==> config.mk <==
export PLATFORM = sky130hd
export DESIGN_NAME = drone_rx_mem_arb
export DESIGN_NICKNAME = d
export VERILOG_FILES = /design/src/rtl/drone_rx_mem_arb.sv
export SDC_FILE = /design/constraint.sdc
export NUM_CORES = 1
export LEC_CHECK = 0
export ABC_AREA = 1
export CAP_MARGIN = 5
export CORE_MARGIN = 5
export CORE_UTILIZATION = 34
export DETAILED_ROUTE_END_ITERATION = 8
export GPL_ROUTABILITY_DRIVEN = 0
export GPL_TIMING_DRIVEN = 0
export PLACE_DENSITY = 0.85
export SLEW_MARGIN = 20
export SYNTH_ARGS = -nofsm -noshare
export SYNTH_HDL_FRONTEND = slang
export SYNTH_SLANG_ARGS = --single-unit
==> constraint.sdc <==
create_clock -name sys_clock -period 2.65 [get_ports sys_clock]
set_input_delay 0.3975 -clock sys_clock [delete_from_list [all_inputs] [get_ports sys_clock]]
set_output_delay 0.3975 -clock sys_clock [all_outputs]
set_load 0.01 [all_outputs]
==> src/rtl/drone_rx_mem_arb.sv <==
// drone_rx_mem_arb
// Arbitrates the single-port frame-buffer RAM between the RX pixel writer and
// the display reader. Bursts alternate round-robin, and the writer wins ties
// from IDLE. Each grant lasts at most MAX_BURST beats. A starvation counter
// preempts a writer burst once the reader has waited STARVE_LIM cycles.
//
// Ports:
//   sys_clock            system clock, rising edge
//   rst                  asynchronous active-high reset
//   wr_req/addr/data     writer beat request
//   wr_gnt               writer beat accepted this cycle (combinational)
//   rd_req/addr          reader beat request
//   rd_gnt               reader beat accepted this cycle (combinational)
//   rd_data              read data, passthrough of mem_rdata
//   rd_valid             rd_data valid, one cycle after rd_gnt (registered)
//   mem_en/we/addr/wdata RAM command
//   mem_rdata            RAM read data, 1-cycle latency
module drone_rx_mem_arb #(
  parameter int ADDR_W     = 17,
  parameter int DATA_W     = 16,
  parameter int MAX_BURST  = 16,
  parameter int STARVE_LIM = 64
) (
  input  logic              sys_clock,
  input  logic              rst,
  input  logic              wr_req,
  input  logic [ADDR_W-1:0] wr_addr,
  input  logic [DATA_W-1:0] wr_data,
  output logic              wr_gnt,
  input  logic              rd_req,
  input  logic [ADDR_W-1:0] rd_addr,
  output logic              rd_gnt,
  output logic [DATA_W-1:0] rd_data,
  output logic              rd_valid,
  output logic              mem_en,
  output logic              mem_we,
  output logic [ADDR_W-1:0] mem_addr,
  output logic [DATA_W-1:0] mem_wdata,
  input  logic [DATA_W-1:0] mem_rdata
);

  localparam int BW = (MAX_BURST > 1) ? $clog2(MAX_BURST) : 1;
  localparam int SW = $clog2(STARVE_LIM + 1);
  localparam logic [BW-1:0] BEAT_LAST  = BW'(MAX_BURST - 1);
  localparam logic [SW-1:0] STARVE_MAX = SW'(STARVE_LIM);

  typedef enum logic [1:0] {
    IDLE = 2'b00,
    WR   = 2'b01,
    RD   = 2'b10
  } state_t;

  state_t          state_r, state_nxt;
  logic [BW-1:0]   beat_cnt_r, beat_cnt_nxt;
  logic [SW-1:0]   starve_cnt_r, starve_cnt_nxt;
  logic            rd_valid_r;
  logic            burst_end_s;

  // Grants and RAM command mux; the address mux defaults to the reader.
  always_comb begin
    wr_gnt    = 1'b0;
    rd_gnt    = 1'b0;
    mem_addr  = rd_addr;
    mem_wdata = wr_data;
    if (state_r == WR) begin
      wr_gnt   = wr_req;
      mem_addr = wr_addr;
    end else if (state_r == RD) begin
      rd_gnt = rd_req;
    end else begin
      wr_gnt = 1'b0;
      rd_gnt = 1'b0;
    end
    mem_en = wr_gnt | rd_gnt;
    mem_we = wr_gnt;
  end

  // Starvation counter: counts reader wait cycles, saturating at the limit.
  always_comb begin
    starve_cnt_nxt = '0;
    if (rd_req && !rd_gnt) begin
      if (starve_cnt_r == STARVE_MAX) begin
        starve_cnt_nxt = STARVE_MAX;
      end else begin
        starve_cnt_nxt = starve_cnt_r + SW'(1);
      end
    end else begin
      starve_cnt_nxt = '0;
    end
  end

  // Next-state and beat counter. At burst end the other requester goes first,
  // then the same requester re-arms, then IDLE. The change is direct, with no
  // dead cycle in between.
  always_comb begin
    state_nxt    = state_r;
    beat_cnt_nxt = beat_cnt_r;
    burst_end_s  = 1'b0;
    case (state_r)
      IDLE: begin
        beat_cnt_nxt = '0;
        if (rd_req && (starve_cnt_r == STARVE_MAX)) begin
          state_nxt = RD;
        end else if (wr_req) begin
          state_nxt = WR;
        end else if (rd_req) begin
          state_nxt = RD;
        end else begin
          state_nxt = IDLE;
        end
      end
      WR: begin
        // Starvation is judged after the current beat, so use the next count.
        burst_end_s = !wr_req || (wr_gnt && (beat_cnt_r == BEAT_LAST)) ||
                      (starve_cnt_nxt == STARVE_MAX);
        if (burst_end_s) begin
          beat_cnt_nxt = '0;
          if (rd_req) begin
            state_nxt = RD;
          end else if (wr_req) begin
            state_nxt = WR;
          end else begin
            state_nxt = IDLE;
          end
        end else if (wr_gnt) begin
          beat_cnt_nxt = beat_cnt_r + BW'(1);
        end else begin
          beat_cnt_nxt = beat_cnt_r;
        end
      end
      RD: begin
        burst_end_s = !rd_req || (rd_gnt && (beat_cnt_r == BEAT_LAST));
        if (burst_end_s) begin
          beat_cnt_nxt = '0;
          if (wr_req) begin
            state_nxt = WR;
          end else if (rd_req) begin
            state_nxt = RD;
          end else begin
            state_nxt = IDLE;
          end
        end else if (rd_gnt) begin
          beat_cnt_nxt = beat_cnt_r + BW'(1);
        end else begin
          beat_cnt_nxt = beat_cnt_r;
        end
      end
      default: begin
        state_nxt    = IDLE;
        beat_cnt_nxt = '0;
      end
    endcase
  end

  // State, counters and the read-valid pipeline stage.
  always_ff @(posedge sys_clock or posedge rst) begin
    if (rst) begin
      state_r      <= IDLE;
      beat_cnt_r   <= '0;
      starve_cnt_r <= '0;
      rd_valid_r   <= 1'b0;
    end else begin
      state_r      <= state_nxt;
      beat_cnt_r   <= beat_cnt_nxt;
      starve_cnt_r <= starve_cnt_nxt;
      rd_valid_r   <= rd_gnt;
    end
  end

  assign rd_valid = rd_valid_r;
  assign rd_data  = mem_rdata;

endmodule
# After elaboration in Yosys (flattened, before gate mapping)
# Cells that the tools add are included.
dict set report classes {
  mux 19
  n_reduce_logical 13
  bitwise_logic 1
  div_mod_pow 0
  n_mul 0
  magnitude_cmp 0
  n_eq_ne 9
  add_sub_neg 2
  shifts 0
}
# operator n
set ops {}
lappend ops {{$mux W17} 1}
lappend ops {{$mux W4} 4}
lappend ops {{$eq A7 B7 Y1 const B} 2}
lappend ops {{$mux W7} 2}
lappend ops {{$mux W2} 6}
lappend ops {{$pmux W4 S2} 1}
lappend ops {{$add A7 B1 Y7 const B} 1}
lappend ops {{$ne A3 B2 Y1 const B} 2}
lappend ops {{$pmux W2 S3} 1}
lappend ops {{$add A4 B1 Y4 const B} 1}
lappend ops {{$eq A4 B4 Y1 const B} 1}
lappend ops {{$logic_and A1 B1 Y1} 4}
lappend ops {{$mux W1} 4}
lappend ops {{$ne A2 B1 Y1 const B} 2}
lappend ops {{$reduce_and A2 Y1} 2}
lappend ops {{$logic_not A1 Y1} 3}
lappend ops {{$logic_or A1 B1 Y1} 3}
lappend ops {{$eq A2 B1 Y1 const B} 1}
lappend ops {{$eq A2 B2 Y1 const B} 1}
lappend ops {{$logic_not A2 Y1} 1}
lappend ops {{$or A1 B1 Y1} 1}
dict set report word_totals {
  n_memories 0
  register_bits 14
  latch_bits 0
  out_inout_bits 54
  rom_bits 0
  word_cells 48
  ram_bits 0
  in_bits 70
}

# Logic depth before layout (Yosys ltp)
# Gate-level depths: netlist of the first run.
dict set report logic_depth {
  ltp_word 10
  mapped_depth 13
  ltp_nobuf 13
}

# Worst setup path before layout of the first run
# No wires, ideal clock.
dict set report synth_timing {
  kind {flip-flop to output port}
  startpoint {register state_r[1]}
  endpoint {output mem_addr[10]}
  n_path_buf 2
  path_stages_with_launch 7
  arrival_ps 1400
  setup_slack_ps 853
  required_time_ps 2253
  cell_sequence {dfrtp_1 inv_1 ha_1 clkbuf_1 clkbuf_1 nand2_1 nand2_1}
}
dict set report synth_via {
  elab_chain_cells 2
}
# item line_no
set synth_lines {}
lappend synth_lines {{start, declared} 53} ;# state_t state_r, state_nxt;
lappend synth_lines {{start signal, assigned} 163} ;# state_r <= state_nxt;
lappend synth_lines {{$eq A2 B1 Y1} -}
lappend synth_lines {{$mux W17} 65} ;# if (state_r == WR) begin
lappend synth_lines {{end, declared} 37} ;# output logic [ADDR_W-1:0] mem_addr,
# No other way between the ends.

# Worst setup path after layout of the first run
dict set report layout_timing {
  startpoint {register state_r[1]}
  endpoint {output mem_addr[12]}
}
# Same word-level chain as after synthesis.

==> impl_results.md, run 1 <==
* Mapped Cells at 216
* CTS buffer count at 3
* Critical Path Start Type: flip-flop
* All-Layer GR Usage at 0.147
* Largest net degree at the start of global routing at 20
* Slew @ Worst Pin at 0.537 ns
* Effective utilization at floorplan at 0.349
* Post-placement worst setup slack at -0.00723 ns
* Filler cells at approximately 370
* Area Overhead vs Synth at 72.4%
* First-pass GRT wire length at between 6000 and 7000 um
* Distinct cells, synth at 25
* DRC at 0
* Sequential fraction of the synthesis area at 0.251
* Clock skew after layout at roughly 0.0051 ns
* Grt total ovfl at 0
* CTS tree: yes
* Final hold violations at 0
* Vert. Die Dim at 74.1 um
* Worst-Skew Late Latency at 0.24 ns
* Buffers on Ports at between 90 and 100
* Period utilization at 0.950
* Final setup vio count at 0
* Final Max Tran Viols at 0
* Number of synthesis warnings at 0
* Initial antenna violation count at 0
* Fmax at 397 MHz
* Nets at 387
* Seq cells post-synth at 14
* Hold-fix buffers, CTS at 0
* Clk slew on worst S/H paths at 0.06 ns
* Drt initial violations at 65
* Post-synthesis area per instance at 6.46 sq um
* Synthesized area at 1400 sq um
* Root Driver: clkbuf_8
* H-tree depth at 1
* Via density at 4.31
* FF-to-FF Start: state_r[1]$_DFFE_PP0P_
* Critical path class: reg2out
* PnR worst setup slack at 0.133 ns
* Max-cap viol count at 0
* ANT cells at 0
* DP Area at 2370 sq um
* Worst path required time at between 2 and 2.5 ns
* Final WL at 4410 um
* CP Max Fanout at 19
* Longest Clk Path Bufs at 2
* CP Capture Type: output pin
* DP Wirelength at roughly 3800 um
* Relative slew slack at 0.642
* Status: completed
* Crit path from: state_r[1]$_DFFE_PP0P_
* PD cells at 601 nW/um^2
* Post-synth net total at 293
* Max IR drop VDD at ~0.30 mV
* Post-route ant nets at 0
* Die X at around 74 um
* Post-synth top area share at 0.251
* Core outline area at about 4000 sq um
* # rows at 23
* Wire length per cell at 12.3 um
* Top Ports at 124
* Worst Hold Class: in2async
* RSZ-0062 raised after global routing: no
* Share of cells above drive strength 1 at 0.182
* LEAKAGE at 0.00125 uW
* Area leader, netlist: dfrtp_1
* Routed vias at 1543
* Die area at approximately 5500 sq um
* Vias in the first global route at 1495
* Arrival time at the worst endpoint at 2.12 ns
* First-pass DRT Iterations at 4
* Post-route minimum period at between 2 and 3 ns
* Design Area, Final at around 2400 sq um
* Largest cells by area after synthesis: dfrtp_1 25%, nand2_1 23%, buf_4 18%, ha_1 6.3%, inv_1 5.6%
* Clock sinks at 14
state kept, by name, indices dropped and copies added, names as in the netlist:
name / count
beat_cnt_r: 4
rd_valid: 1
starve_cnt_r: 7
state_r: 2
what timing repair did:
item / in CTS / in global routing
endpoints found under the hold margin: 0 / 0
setup buffers: 0 / 0
setup endpoints to repair: 10 / 7
resized for setup: 1 / 1
power breakdown:
part / total (uW) / internal, uW / switching, uW
registers: 289 / 248 / 41.2
logic: 989 / 490 / 499
clock network: 169 / 100 / 68.7
total: 1450 / 838 / 609
logic make-up (layout without fill, tap and decap cells):
kind of cell / count (synthesis) / in the layout / synth area share
and+or+nand+nor: 118 / 118 / 0.364
buffers and inverters: 65 / 157 / 0.264
AOI/OAI and AO/OA: 12 / 12 / 0.0582
adders and majority gates: 7 / 7 / 0.0627
DFF: 14 / 14 / 0.251
per-layer routing:
metal,wire length (um),GRT usage,vias up
met5,0,0,-
met4,68,0.0604,0
met3,303,0.0297,8
met2,2360,0.273,52
met1,1680,0.161,671
li1,-,-,812
path summary, 6_finish.rpt:
path / endpoint / slack [ns] / depth (start not counted)
max: mem_addr[12] / 0.13 / 6
min: starve_cnt_r[5]$_DFF_PP0_ / 0.50 / 2
max reg2reg: beat_cnt_r[0]$_DFFE_PP0P_ / 0.85 / 11
min reg2reg: beat_cnt_r[3]$_DFFE_PP0P_ / 0.51 / 2
max in group asynchronous: beat_cnt_r[1]$_DFFE_PP0P_ / 1.79 / 2
min in group sys_clock: beat_cnt_r[3]$_DFFE_PP0P_ / 0.51 / 2
metrics by stage:
stage               setup TNS, ns  hold slack, ns  utilization  cells  total power (uW)
floorplan                       0           0.287            -    216               812
global placement                0           0.491        0.592    357              1260
detailed placement       -0.00723           0.500        0.592    357              1290
CTS                             0           0.516        0.601    358              1460
global route                    0           0.549        0.602    358              1560
finish                          0           0.498        0.602    358              1450
cell usage in the layout (no fill, tap or decap), drive strengths merged, types with 5 or more instances in the layout:
| master | instances |
|---|---|
| nand3 | 12 |
| inv | 27 |
| clkdlybuf4s50 | 91 |
| clkbuf | 5 |
| nor2 | 12 |
| nand2 | 88 |
| dfrtp | 14 |
| buf | 33 |
| ha | 7 |
synthesized netlist by cell type, drive strengths merged:
| library cell | count |
|---|---|
| nor2 | 12 |
| a21oi | 4 |
| or2 | 1 |
| clkinv | 1 |
| buf | 35 |
| clkbuf | 2 |
| a31o | 1 |
| nand3 | 12 |
| ha | 7 |
| inv | 27 |
| a31oi | 1 |
| nor3 | 2 |
| o21ai | 4 |
| nand4 | 3 |
| nand2 | 88 |
| o21bai | 2 |
| dfrtp | 14 |
layout make-up:
cell class	instances	area [sq um]	share of cell area
repair buffers	91	911	0.378
multi-input cells	137	677	0.281
inverters	28	105	0.0437
well taps	50	62.6	0.0260
flip-flops and latches	14	350	0.146
clock buffers	3	41.3	0.0172
plain buffers	35	260	0.108
worst max-delay path, stage by stage, from the launching register on:
cell	delay, ns
dfrtp_1	0.42
inv_1	0.10
ha_1	0.25
clkbuf_2	0.37
nand2_1	0.09
nand2_1	0.09
clkdlybuf4s50_1	0.56
(Power assumes the default switching activity.)
==> inputs of run 2 (changes only) <==
--- a/config.mk
+++ b/config.mk
@@ -8,11 +8,12 @@
 export ABC_AREA = 1
 export CAP_MARGIN = 5
 export CORE_MARGIN = 5
-export CORE_UTILIZATION = 34
+export CORE_UTILIZATION = 29
 export DETAILED_ROUTE_END_ITERATION = 8
 export GPL_ROUTABILITY_DRIVEN = 0
 export GPL_TIMING_DRIVEN = 0
-export PLACE_DENSITY = 0.85
+export PLACE_DENSITY = 0.77
+export SETUP_SLACK_MARGIN = 0.05
 export SLEW_MARGIN = 20
 export SYNTH_ARGS = -nofsm -noshare
 export SYNTH_HDL_FRONTEND = slang
==> constraint.sdc (replaced) <==
create_clock -name sys_clock -period 2.1 [get_ports sys_clock]
set_input_delay 0.315 -clock sys_clock [delete_from_list [all_inputs] [get_ports sys_clock]]
set_output_delay 0.315 -clock sys_clock [all_outputs]
set_load 0.01 [all_outputs]
==> run 2 against run 1 <==
Compared with the run above: register-to-register slack worse by 0.48 ns; sequential share of layout area fell by 0.33 points; clock skew fell by 0.0019 ns; combinational power increased by 24%; core utilization fell by 7.7 points; count of clock-buffer cells in the layout increased by 1; setup slack better by 0.0048 ns; sequential power grew 25%; highest routed layer unchanged; cell count up 2.0%; first-iteration DRC count down 14%; total power grew 28%; worst hold slack got worse by 0.083 ns.
==> impl_results.md, run 2 (synthesis results as in run 1) <==
* Worst-Skew Late Latency at 0.25 ns (about the same)
* Vias in the first global route at 1600 (+7.0%)
* Post-placement worst setup slack at -0.484 ns (-0.477 ns)
* Critical Path Start Type: flip-flop
* Wire length per cell at 12.4 um (+1.0%)
* Max-cap viol count at 0 (unchanged)
* Post-route minimum period at 1.96 ns
* Total Neg Setup Slack at 0 ns (unchanged)
* All-Layer GR Usage at 0.140 (-0.00684)
* Clock sinks at 14 (unchanged)
* RSZ-0062 raised after global routing: no
* Die X at 79.4 um (+7.2%)
* Final WL at 4540 um (+3.0%)
* DP Area at 2370 sq um (+0.21%)
* Most frequent cells in the layout: 85 x nand2_1, 71 x clkdlybuf4s50_1, 34 x buf_4, 19 x inv_1, 18 x dlygate4sd2_1
* Nets at 389 (+0.52%)
* Drt initial violations at 56 (-14%)
* Reg2Reg Depth at 13 (+2)
* H-tree depth at 1 (unchanged)
* Max reg flops at 7 (unchanged)
* CTS buffer count at 3 (unchanged)
* Relative slew slack at 0.633 (-0.00845)
* Worst Hold Class: in2async
* First-pass GRT wire length at 7030 um (+11%)
* CP Capture Type: output pin
* FF-to-FF Start: starve_cnt_r[0]$_DFF_PP0_
* Effective utilization at floorplan at 0.298 (-0.0515)
* Final Max Tran Viols at 0 (unchanged)
* Die area at 6300 sq um (+15%)
* PD cells at 752 nW/um^2 (+25%)
* Vert. Die Dim at 79.4 um (+7.2%)
* Arrival time at the worst endpoint at 1.65 ns (-0.47 ns)
* Buffers on Ports at 91 (unchanged)
* Critical path class: reg2out
* Routed vias at 1581 (+2.5%)
* Clock skew after layout at 0.00319 ns (-0.00186 ns)
* Share of cells above drive strength 1 at 0.206 (+0.0240)
* LEAKAGE at 0.00133 uW (+6.5%)
* Switching part of the total at 0.424 (+0.00274)
* Flop pwr share at 0.195 (-0.005)
* Via density at 4.33 (+0.50%)
* Filler cells at 474 (+28%)
* Worst path required time at 1.78 ns (-0.47 ns)
* ANT cells at 0 (unchanged)
* PnR worst setup slack at 0.137 ns (+0.00480 ns)
* Most flop-heavy register: starve_cnt_r
* DP Wirelength at 3970 um (+4.0%)
* CTS tree: yes
* Status: completed
* Design Area, Final at 2460 sq um (+2.3%)
* Final setup vio count at 0 (unchanged)
* Clk slew on worst S/H paths at 0.06 ns (about the same)
* Top Ports at 124 (unchanged)
* Area Overhead vs Synth at 76.3%
* Root Driver: clkbuf_8
* Post-route ant nets at 0 (unchanged)
* Core outline area at 4690 sq um (+17%)
* Crit path from: state_r[0]$_DFFE_PP0P_
* Non-filler cells in the finished layout at 365 (+2.0%)
* Fmax at 510 MHz
* Hold-fix buffers, CTS at 0 (unchanged)
* # rows at 25 (+8.7%)
* Logic pwr share at 0.663 (-0.021)
* NetSw at 784 uW (+29%)
* Power share of the clock group at 0.142 (+0.025)
* Cell-internal power at 1070 uW (+27%)
* Final hold violations at 0 (unchanged)
* First-pass DRT Iterations at 4 (unchanged)
* CP Max Fanout at 10 (-9)
* DRC at 0 (unchanged)
* Grt total ovfl at 0 (unchanged)
* Cell count after placement at 361 (+1.1%)
* Commonest non-fill, non-tap cell in the layout: nand2_1
* Initial antenna violation count at 0 (unchanged)
* Slew @ Worst Pin at 0.550 ns (+0.0127 ns)
* Flop-to-flop setup slack at 0.37 ns (-0.48 ns)
* Top Registers: starve_cnt_r x7, beat_cnt_r x4, state_r x2
* Period utilization at 0.935
* Largest net degree at the start of global routing at 15 (-25%)
* Max IR drop VDD at 0.312 mV (+3.9%)
* Longest Clk Path Bufs at 2 (unchanged)
==> run 2: cell types whose count changed in the layout (fill, tap and decap cells not counted), sizes merged <==
cell	previous run	this run
dlymetal6s2s	0	2
dlygate4sd2	0	18
clkdlybuf4s50	91	71
buf	33	35
clkbuf	5	6
==> run 2: power by group through the flow <==
stage | registers, uW | logic, uW | clock network, uW
finish | 362 | 1230 | 262
global route | 367 | 1380 | 284
CTS | 361 | 1250 | 271
detailed placement | 365 | 1260 | 0
global placement | 359 | 1230 | 0
floorplan | 354 | 671 | 0
==> run 2: routing by layer <==
metal | up-vias | routed length, um | GRT usage
li1 | 817 | - | -
met2 | 58 | 2550 | 0.268
met1 | 702 | 1660 | 0.151
met5 | - | 0 | 0
met4 | 0 | 59 | 0.0378
met3 | 4 | 272 | 0.0350
==> run 2: timing repair <==
| action | in CTS | in global routing |
|---|---|---|
| endpoints found under the setup margin | 20 | 3 |
| buffers inserted | 1 | 0 |
| resized for setup | 33 | 4 |
==> run 2: layout make-up <==
| class | instances | area [sq um] | area share |
|---|---|---|---|
| Sequential cell | 14 | 350 | 0.142 |
| Tap cell | 54 | 67.6 | 0.0274 |
| Buffer | 36 | 287 | 0.116 |
| Multi-Input combinational cell | 137 | 694 | 0.282 |
| Clock buffer | 4 | 55.1 | 0.0224 |
| Inverter | 28 | 108 | 0.0437 |
| Timing Repair Buffer | 92 | 901 | 0.366 |
==> run 2: worst paths after layout <==
path,to
setup reg to reg,state_r[0]$_DFFE_PP0P_
min in group sys_clock,beat_cnt_r[1]$_DFFE_PP0P_
max in group asynchronous,state_r[0]$_DFFE_PP0P_
hold reg to reg,beat_cnt_r[1]$_DFFE_PP0P_
hold / removal,starve_cnt_r[3]$_DFF_PP0_
setup / recovery,mem_addr[10]
==> run 2: metrics by stage <==
step / hold slack (ns) / total power, uW / util
CTS: 0.428 / 1880 / 0.524
global route: 0.464 / 2030 / 0.525
floorplan: 0.204 / 1030 / -
detailed placement: 0.514 / 1620 / 0.506
global placement: 0.498 / 1590 / 0.506
finish: 0.415 / 1850 / 0.525
==> run 2: worst max-delay path, cell delays in order (launching register included) <==
cell	delay, ns
dfrtp_1	0.43
ha_4	0.20
clkbuf_8	0.17
clkbuf_8	0.16
nand2_1	0.06
nand2_1	0.09
dlygate4sd2_1	0.29
